`src/rtl/mem_access_unit.sv`:
```
// rtl/mem_access_unit.sv - multi-cycle load/store unit driving an async SRAM
// Optional misaligned-access trap: define MEM_MISALIGN_TRAP_EN.
module mem_access_unit #(
  parameter int ADDR_W      = 32,
  parameter int REG_AW      = 5,
  parameter int WAIT_CYCLES = 1
) (
  input  logic              clk,
  input  logic              rst,
  input  logic              valid_i,
  input  logic [3:0]        op_i,
  input  logic [REG_AW-1:0] waddr_i,
  input  logic              we_i,
  input  logic [31:0]       wdata_i,
  input  logic [ADDR_W-1:0] mem_addr_i,
  input  logic [31:0]       reg2_i,
  output logic              stall_req_o,
  output logic              wb_valid_o,
  output logic [REG_AW-1:0] waddr_o,
  output logic              we_o,
  output logic [31:0]       wdata_o,
  output logic              misalign_o,
  output logic [ADDR_W-1:0] sram_addr_o,
  output logic [31:0]       sram_data_o,
  input  logic [31:0]       sram_data_i,
  output logic              sram_ce_n_o,
  output logic              sram_oe_n_o,
  output logic              sram_we_n_o,
  output logic [3:0]        sram_be_n_o
);

  localparam logic [3:0] OP_LB = 4'd1, OP_LBU = 4'd2, OP_LH = 4'd3, OP_LHU = 4'd4,
                         OP_LW = 4'd5, OP_SB  = 4'd6, OP_SH = 4'd7, OP_SW  = 4'd8;
  localparam logic [3:0] WAIT_INIT = 4'(WAIT_CYCLES);

  typedef enum logic [1:0] {S_IDLE, S_ACCESS, S_DONE} state_t;

  state_t            state, state_d;
  logic [3:0]        cnt;
  logic [3:0]        op_q;
  logic [1:0]        a_q;
  logic [3:0]        be_q;
  logic [REG_AW-1:0] waddr_q;
  logic              we_q;

  logic        is_mem, is_byte, is_half, accept, trap, load_q, store_q;
  logic [1:0]  a_eff;
  logic [3:0]  be_d;
  logic [31:0] st_data, lane, ld_data;

  assign is_byte = (op_i == OP_LB) || (op_i == OP_LBU) || (op_i == OP_SB);
  assign is_half = (op_i == OP_LH) || (op_i == OP_LHU) || (op_i == OP_SH);
  assign is_mem  = (op_i >= OP_LB) && (op_i <= OP_SW);
  assign accept  = valid_i && (state != S_ACCESS);
  assign load_q  = (op_q >= OP_LB) && (op_q <= OP_LW);
  assign store_q = (op_q >= OP_SB) && (op_q <= OP_SW);

`ifdef MEM_MISALIGN_TRAP_EN
  assign trap = is_mem && ((is_half && mem_addr_i[0]) ||
                           ((op_i == OP_LW || op_i == OP_SW) && mem_addr_i[1:0] != 2'b00));
`else
  assign trap = 1'b0;
`endif

  // Low address bits the access size cannot use are masked off
  always_comb begin
    a_eff   = 2'b00;
    be_d    = 4'b0000;
    st_data = reg2_i;
    if (is_byte) begin
      a_eff   = mem_addr_i[1:0];
      be_d    = ~(4'b0001 << mem_addr_i[1:0]);
      st_data = {4{reg2_i[7:0]}};
    end else if (is_half) begin
      a_eff   = {mem_addr_i[1], 1'b0};
      be_d    = mem_addr_i[1] ? 4'b0011 : 4'b1100;
      st_data = {2{reg2_i[15:0]}};
    end
  end

  always_comb begin
    lane = sram_data_i >> {a_q, 3'b000};
    case (op_q)
      OP_LB:   ld_data = {{24{lane[7]}}, lane[7:0]};
      OP_LBU:  ld_data = {24'd0, lane[7:0]};
      OP_LH:   ld_data = {{16{lane[15]}}, lane[15:0]};
      OP_LHU:  ld_data = {16'd0, lane[15:0]};
      default: ld_data = lane;
    endcase
  end

  always_ff @(posedge clk) begin
    if (rst) state <= S_IDLE;
    else     state <= state_d;
  end

  always_comb begin
    state_d     = state;
    stall_req_o = 1'b0;
    sram_ce_n_o = 1'b1;
    sram_oe_n_o = 1'b1;
    sram_we_n_o = 1'b1;
    sram_be_n_o = 4'b1111;
    case (state)
      S_ACCESS: begin
        stall_req_o = 1'b1;
        sram_ce_n_o = 1'b0;
        sram_oe_n_o = ~load_q;
        sram_we_n_o = ~store_q;
        sram_be_n_o = be_q;
        if (cnt == 4'd0) state_d = S_DONE;
      end
      default: begin
        state_d = S_IDLE;
        if (accept && is_mem) begin
          stall_req_o = 1'b1;
          state_d     = trap ? S_DONE : S_ACCESS;
        end
      end
    endcase
  end

  always_ff @(posedge clk) begin
    if (rst) begin
      cnt <= 4'd0; op_q <= 4'd0; a_q <= 2'd0; be_q <= 4'b1111;
      waddr_q <= '0; we_q <= 1'b0;
      sram_addr_o <= '0; sram_data_o <= 32'd0;
      wb_valid_o <= 1'b0; waddr_o <= '0; we_o <= 1'b0; wdata_o <= 32'd0;
      misalign_o <= 1'b0;
    end else begin
      wb_valid_o <= 1'b0;
      we_o       <= 1'b0;
      misalign_o <= 1'b0;
      if (state == S_ACCESS) begin
        if (cnt == 4'd0) begin
          wb_valid_o <= 1'b1;
          waddr_o    <= waddr_q;
          we_o       <= load_q && we_q;
          wdata_o    <= load_q ? ld_data : 32'd0;
        end else begin
          cnt <= cnt - 4'd1;
        end
      end else if (accept && !is_mem) begin
        wb_valid_o <= 1'b1;
        waddr_o    <= waddr_i;
        we_o       <= we_i;
        wdata_o    <= wdata_i;
      end else if (accept && trap) begin
        // Faulting address reported instead of data; no register write
        wb_valid_o <= 1'b1;
        waddr_o    <= waddr_i;
        wdata_o    <= 32'(mem_addr_i);
        misalign_o <= 1'b1;
      end else if (accept) begin
        cnt         <= WAIT_INIT;
        op_q        <= op_i;
        a_q         <= a_eff;
        be_q        <= be_d;
        waddr_q     <= waddr_i;
        we_q        <= we_i;
        sram_addr_o <= {mem_addr_i[ADDR_W-1:2], 2'b00};
        sram_data_o <= st_data;
      end
    end
  end

endmodule
```
`config.mk`:
```
export PLATFORM = sky130hd
export DESIGN_NAME = mem_access_unit
export DESIGN_NICKNAME = d
export VERILOG_FILES = /design/src/rtl/mem_access_unit.sv
export SDC_FILE = /design/constraint.sdc
export NUM_CORES = 1
export LEC_CHECK = 0
export ABC_CLOCK_PERIOD_IN_PS = 5150
export CAP_MARGIN = 40
export CORE_MARGIN = 2
export CORE_UTILIZATION = 47
export CTS_CLUSTER_DIAMETER = 80
export CTS_CLUSTER_SIZE = 8
export DETAILED_ROUTE_END_ITERATION = 7
export PLACE_DENSITY = 0.87
export SLEW_MARGIN = 10
export SYNTH_ARGS = -nofsm -noshare
export SYNTH_HDL_FRONTEND = slang
export SYNTH_SLANG_ARGS = --single-unit
```
`constraint.sdc`:
```
create_clock -name clk -period 5.15 [get_ports clk]
set_input_delay 0.7725 -clock clk [delete_from_list [all_inputs] [get_ports clk]]
set_output_delay 0.7725 -clock clk [all_outputs]
set_load 0.05 [all_outputs]
```
==> summary.txt <==
Logic synthesis
  • Share of the yosys chip area belonging to registers: 0.4017
  • Post-synth cell types: 59
  • #FFs+latches synth: ~120
  • Synth async-reset ratio: 0
  • Mapped Area: 6130 µm²
  • Cell taking the most area after synthesis: dfxtp_1
  • Synth top area share: 0.4017
  • Top post-synthesis cells by area: dfxtp_1, nand2_1, a21oi_1
  • Primary FF master, synth: dfxtp_1
  • Post-synth top cells: nand2_1, dfxtp_1, a21oi_1
  • Most used standard cell by instance count after synthesis: nand2_1
  • Yosys warnings: 0
  • Average size of a mapped cell: 7.879 µm²
  • Synth Instances: 778
  • Post-synth EDFFs: 0

Cells and area
  • Final instance area: slightly above 9000 µm²
  • Nets@finish: about 1100
  • Antenna cell count: 0
  • Layout cells sized above 1: 0.05853
  • Layout area overhead: 49.91%

Clock network
  • # resized after CTS: 0
  • CTS H-tree lvls: 4
  • Root Buffer Master: clkbuf_16
  • Max clock buf depth: 2
  • Post-CTS Setup Bufs: 0
  • TritonCTS Buffers: 17
  • Latest clock arrival within the worst-skew pair: approximately 420 ps
  • Clk slew on worst S/H paths: approximately 50 ps
  • CTS tree: yes
  • CTS sink count: ~120
  • Hold-fix buffers at CTS: 0

Routing
  • DR vias/cell: between 5 and 6
  • Via Count: between 6000 and 7000
  • DRT iter0 DRCs: approximately 670
  • Routed WL per cell: between 15 and 20 µm
  • DR pass1 iterations: 5
  • DRT antenna net count: 0
  • Total wire length: 20.92 mm
  • DRC Markers: 0

Pwr
  • Internal Power: around 2 mW
  • Power Total: around 3 mW
  • Comb power frac: 0.254
  • Sequential Power Share: 0.357
  • VDD IR-drop max: about 0.00022 V
  • Switch share: 0.3084
  • Pwr Density: 321.8 nW/µm²
  • Clock share of power: 0.389
  • Static leakage: between 3 and 4 nW
  • Net Switching: 0.9121 mW

Timing
  • Period utilisation layout: 0.7784
  • Slew Viols, Final: 0
  • Fin Setup TNS: 0 ps
  • Tmin final: between 4000 and 5000 ps
  • Slew headroom: 0.4569
  • Final setup vio count: 0
  • Fmax: 249.5 MHz
  • Clk_skew: 10.04 ps
  • RSZ-0062 raised after global routing: no
  • Worst-margin pin slew: ~810 ps
  • Final hold violation count: 0

Placement
  • Buffers added on ports: approximately 250
  • Detailed placement HPWL: 14.45 mm
  • GPL Wtd Cong: 0.8968
  • Placed cell areas: between 8000 and 9000 µm²

Critical path
  • WP data required: roughly 4400 ps
  • Critical path data arrival time: between 3000 and 4000 ps
  • Setup crit end kind: output port
  • Startpoint Class: primary input
  • Crit Path Class: primary input to output port
  • CP max FO: 17

Global routing
  • GR Util All Layers: 0.2952
  • Met2 usage: 0.4971
  • Initial antenna violation count: 0
  • Gr busiest metal: met2
  • First-pass GRT wire length: approximately 33 mm
  • Gr ovfl total: 0
  • Grt met3 use: 0.08108
  • Grt met1 use: 0.3557
  • Largest net degree at the start of global routing: 72
  • Vias in the first global route: about 6300

Floorplan
  • Area of the die: 13970 µm²
  • Top-Level Pins: between 200 and 300
  • Core area: roughly 13000 µm²
  • Die H: 118.2 µm
  • Starting density of the core: 0.4838
  • Site Rows: between 40 and 50
  • Die width: 118.2 µm

Flow run
  • Max-Cap Viols: 0

Status
  • Status: complete, no violations

Worst hold path
  • HP Class: flop to flop
[critical path, cell delays in order]
cell	delay, ps
clkdlybuf4s50_1	720
o31ai_2	520
nand4_1	240
nand2_1	120
clkdlybuf4s50_1	860
[cells by family after synthesis]
group                      synth area share
AOI/OAI and AO/OA                    0.2496
xor gates and xnor gates           0.005715
adders and majority gates          0.004082
buffers and inverters               0.07001
DFF                                  0.4017
muxes                               0.03143
other                             0.0006118
and+or+nand+nor                      0.2368
[cell usage in the layout (no fill, tap or decap), types with 3 or more instances in the layout]
cell,instances
nor2_1,42
a21oi_1,70
o221ai_1,7
o21bai_1,10
nor3b_1,10
nor3_1,38
clkbuf_16,17
conb_1,3
a211oi_1,11
a211o_1,8
a31oi_1,16
nor2b_1,8
a2bb2oi_1,8
o211ai_1,15
clkbuf_1,6
and3_1,3
a211oi_2,5
mux2i_1,17
nand4_1,10
dfxtp_1,122
nand2b_1,11
o2bb2ai_1,8
xnor2_1,4
o21ai_0,5
nand2_1,159
buf_4,13
a311oi_1,13
inv_1,16
a32oi_1,7
o2111ai_1,16
nand3_1,18
or3_1,3
clkdlybuf4s50_1,248
[routing by layer]
layer | up-vias | wire [µm]
li1 | 3181 | -
met1 | 3148 | 8205
met2 | 337 | 10270
met3 | 47 | 1850
met4 | 0 | 585
met5 | - | 0
[state kept, by name (all words and copies together) (netlist names)]
name / flops
waddr_o: 5
cnt: 4
wdata_o: 32
waddr_q: 5
we_q: 1
sram_data_o: 32
be_q: 4
a_q: 2
op_q: 4
wb_valid_o: 1
we_o: 1
state: 2
sram_addr_o: 30
[final cells by class]
| cell class | count | area, µm² |
|---|---|---|
| Sequential cell | 123 | 2464 |
| Clock buffer | 25 | 475.5 |
| Fill cell | 970 | 3482 |
| Multi-Input combinational cell | 556 | 3254 |
| Clock inverter | 6 | 88.84 |
| Tap cell | 172 | 215.2 |
| Timing Repair Buffer | 265 | 2631 |
| Inverter | 16 | 60.06 |
[path summary, 6_finish.rpt]
path / depth (start not counted) / from / to / slack (ps)
max: 5 / op_i[1] / stall_req_o / 1140
min: 2 / sram_addr_o[4] / sram_addr_o[4] / 450
max reg2reg: 6 / state[0] / be_q[2] / 2510
min reg2reg: 2 / sram_addr_o[4] / sram_addr_o[4] / 450
[stage by stage]
stage                       util  hold WS [ps]  worst slack, ps  cells
after floorplan                -         436.6             1975    780
after global placement    0.6760         441.1             1187   1127
after detailed placement  0.6807         445.7             1123   1132
after CTS                 0.7252         452.6             1107   1163
after global routing      0.7252         463.6             1010   1163
final                     0.7252         450.5             1141   1163
[power by group through the flow]
stage	Sequential (mW)	Clock [mW]	Combinational, mW
2_1_floorplan	1.26	0	0.263
3_3_place_gp	1.07	0	0.730
3_5_place_dp	1.07	0	0.744
4_1_cts	1.06	1.16	0.749
5_1_grt	1.06	1.20	0.796
6_report	1.06	1.15	0.751
Note: power is estimated with default switching activity, not from simulation.
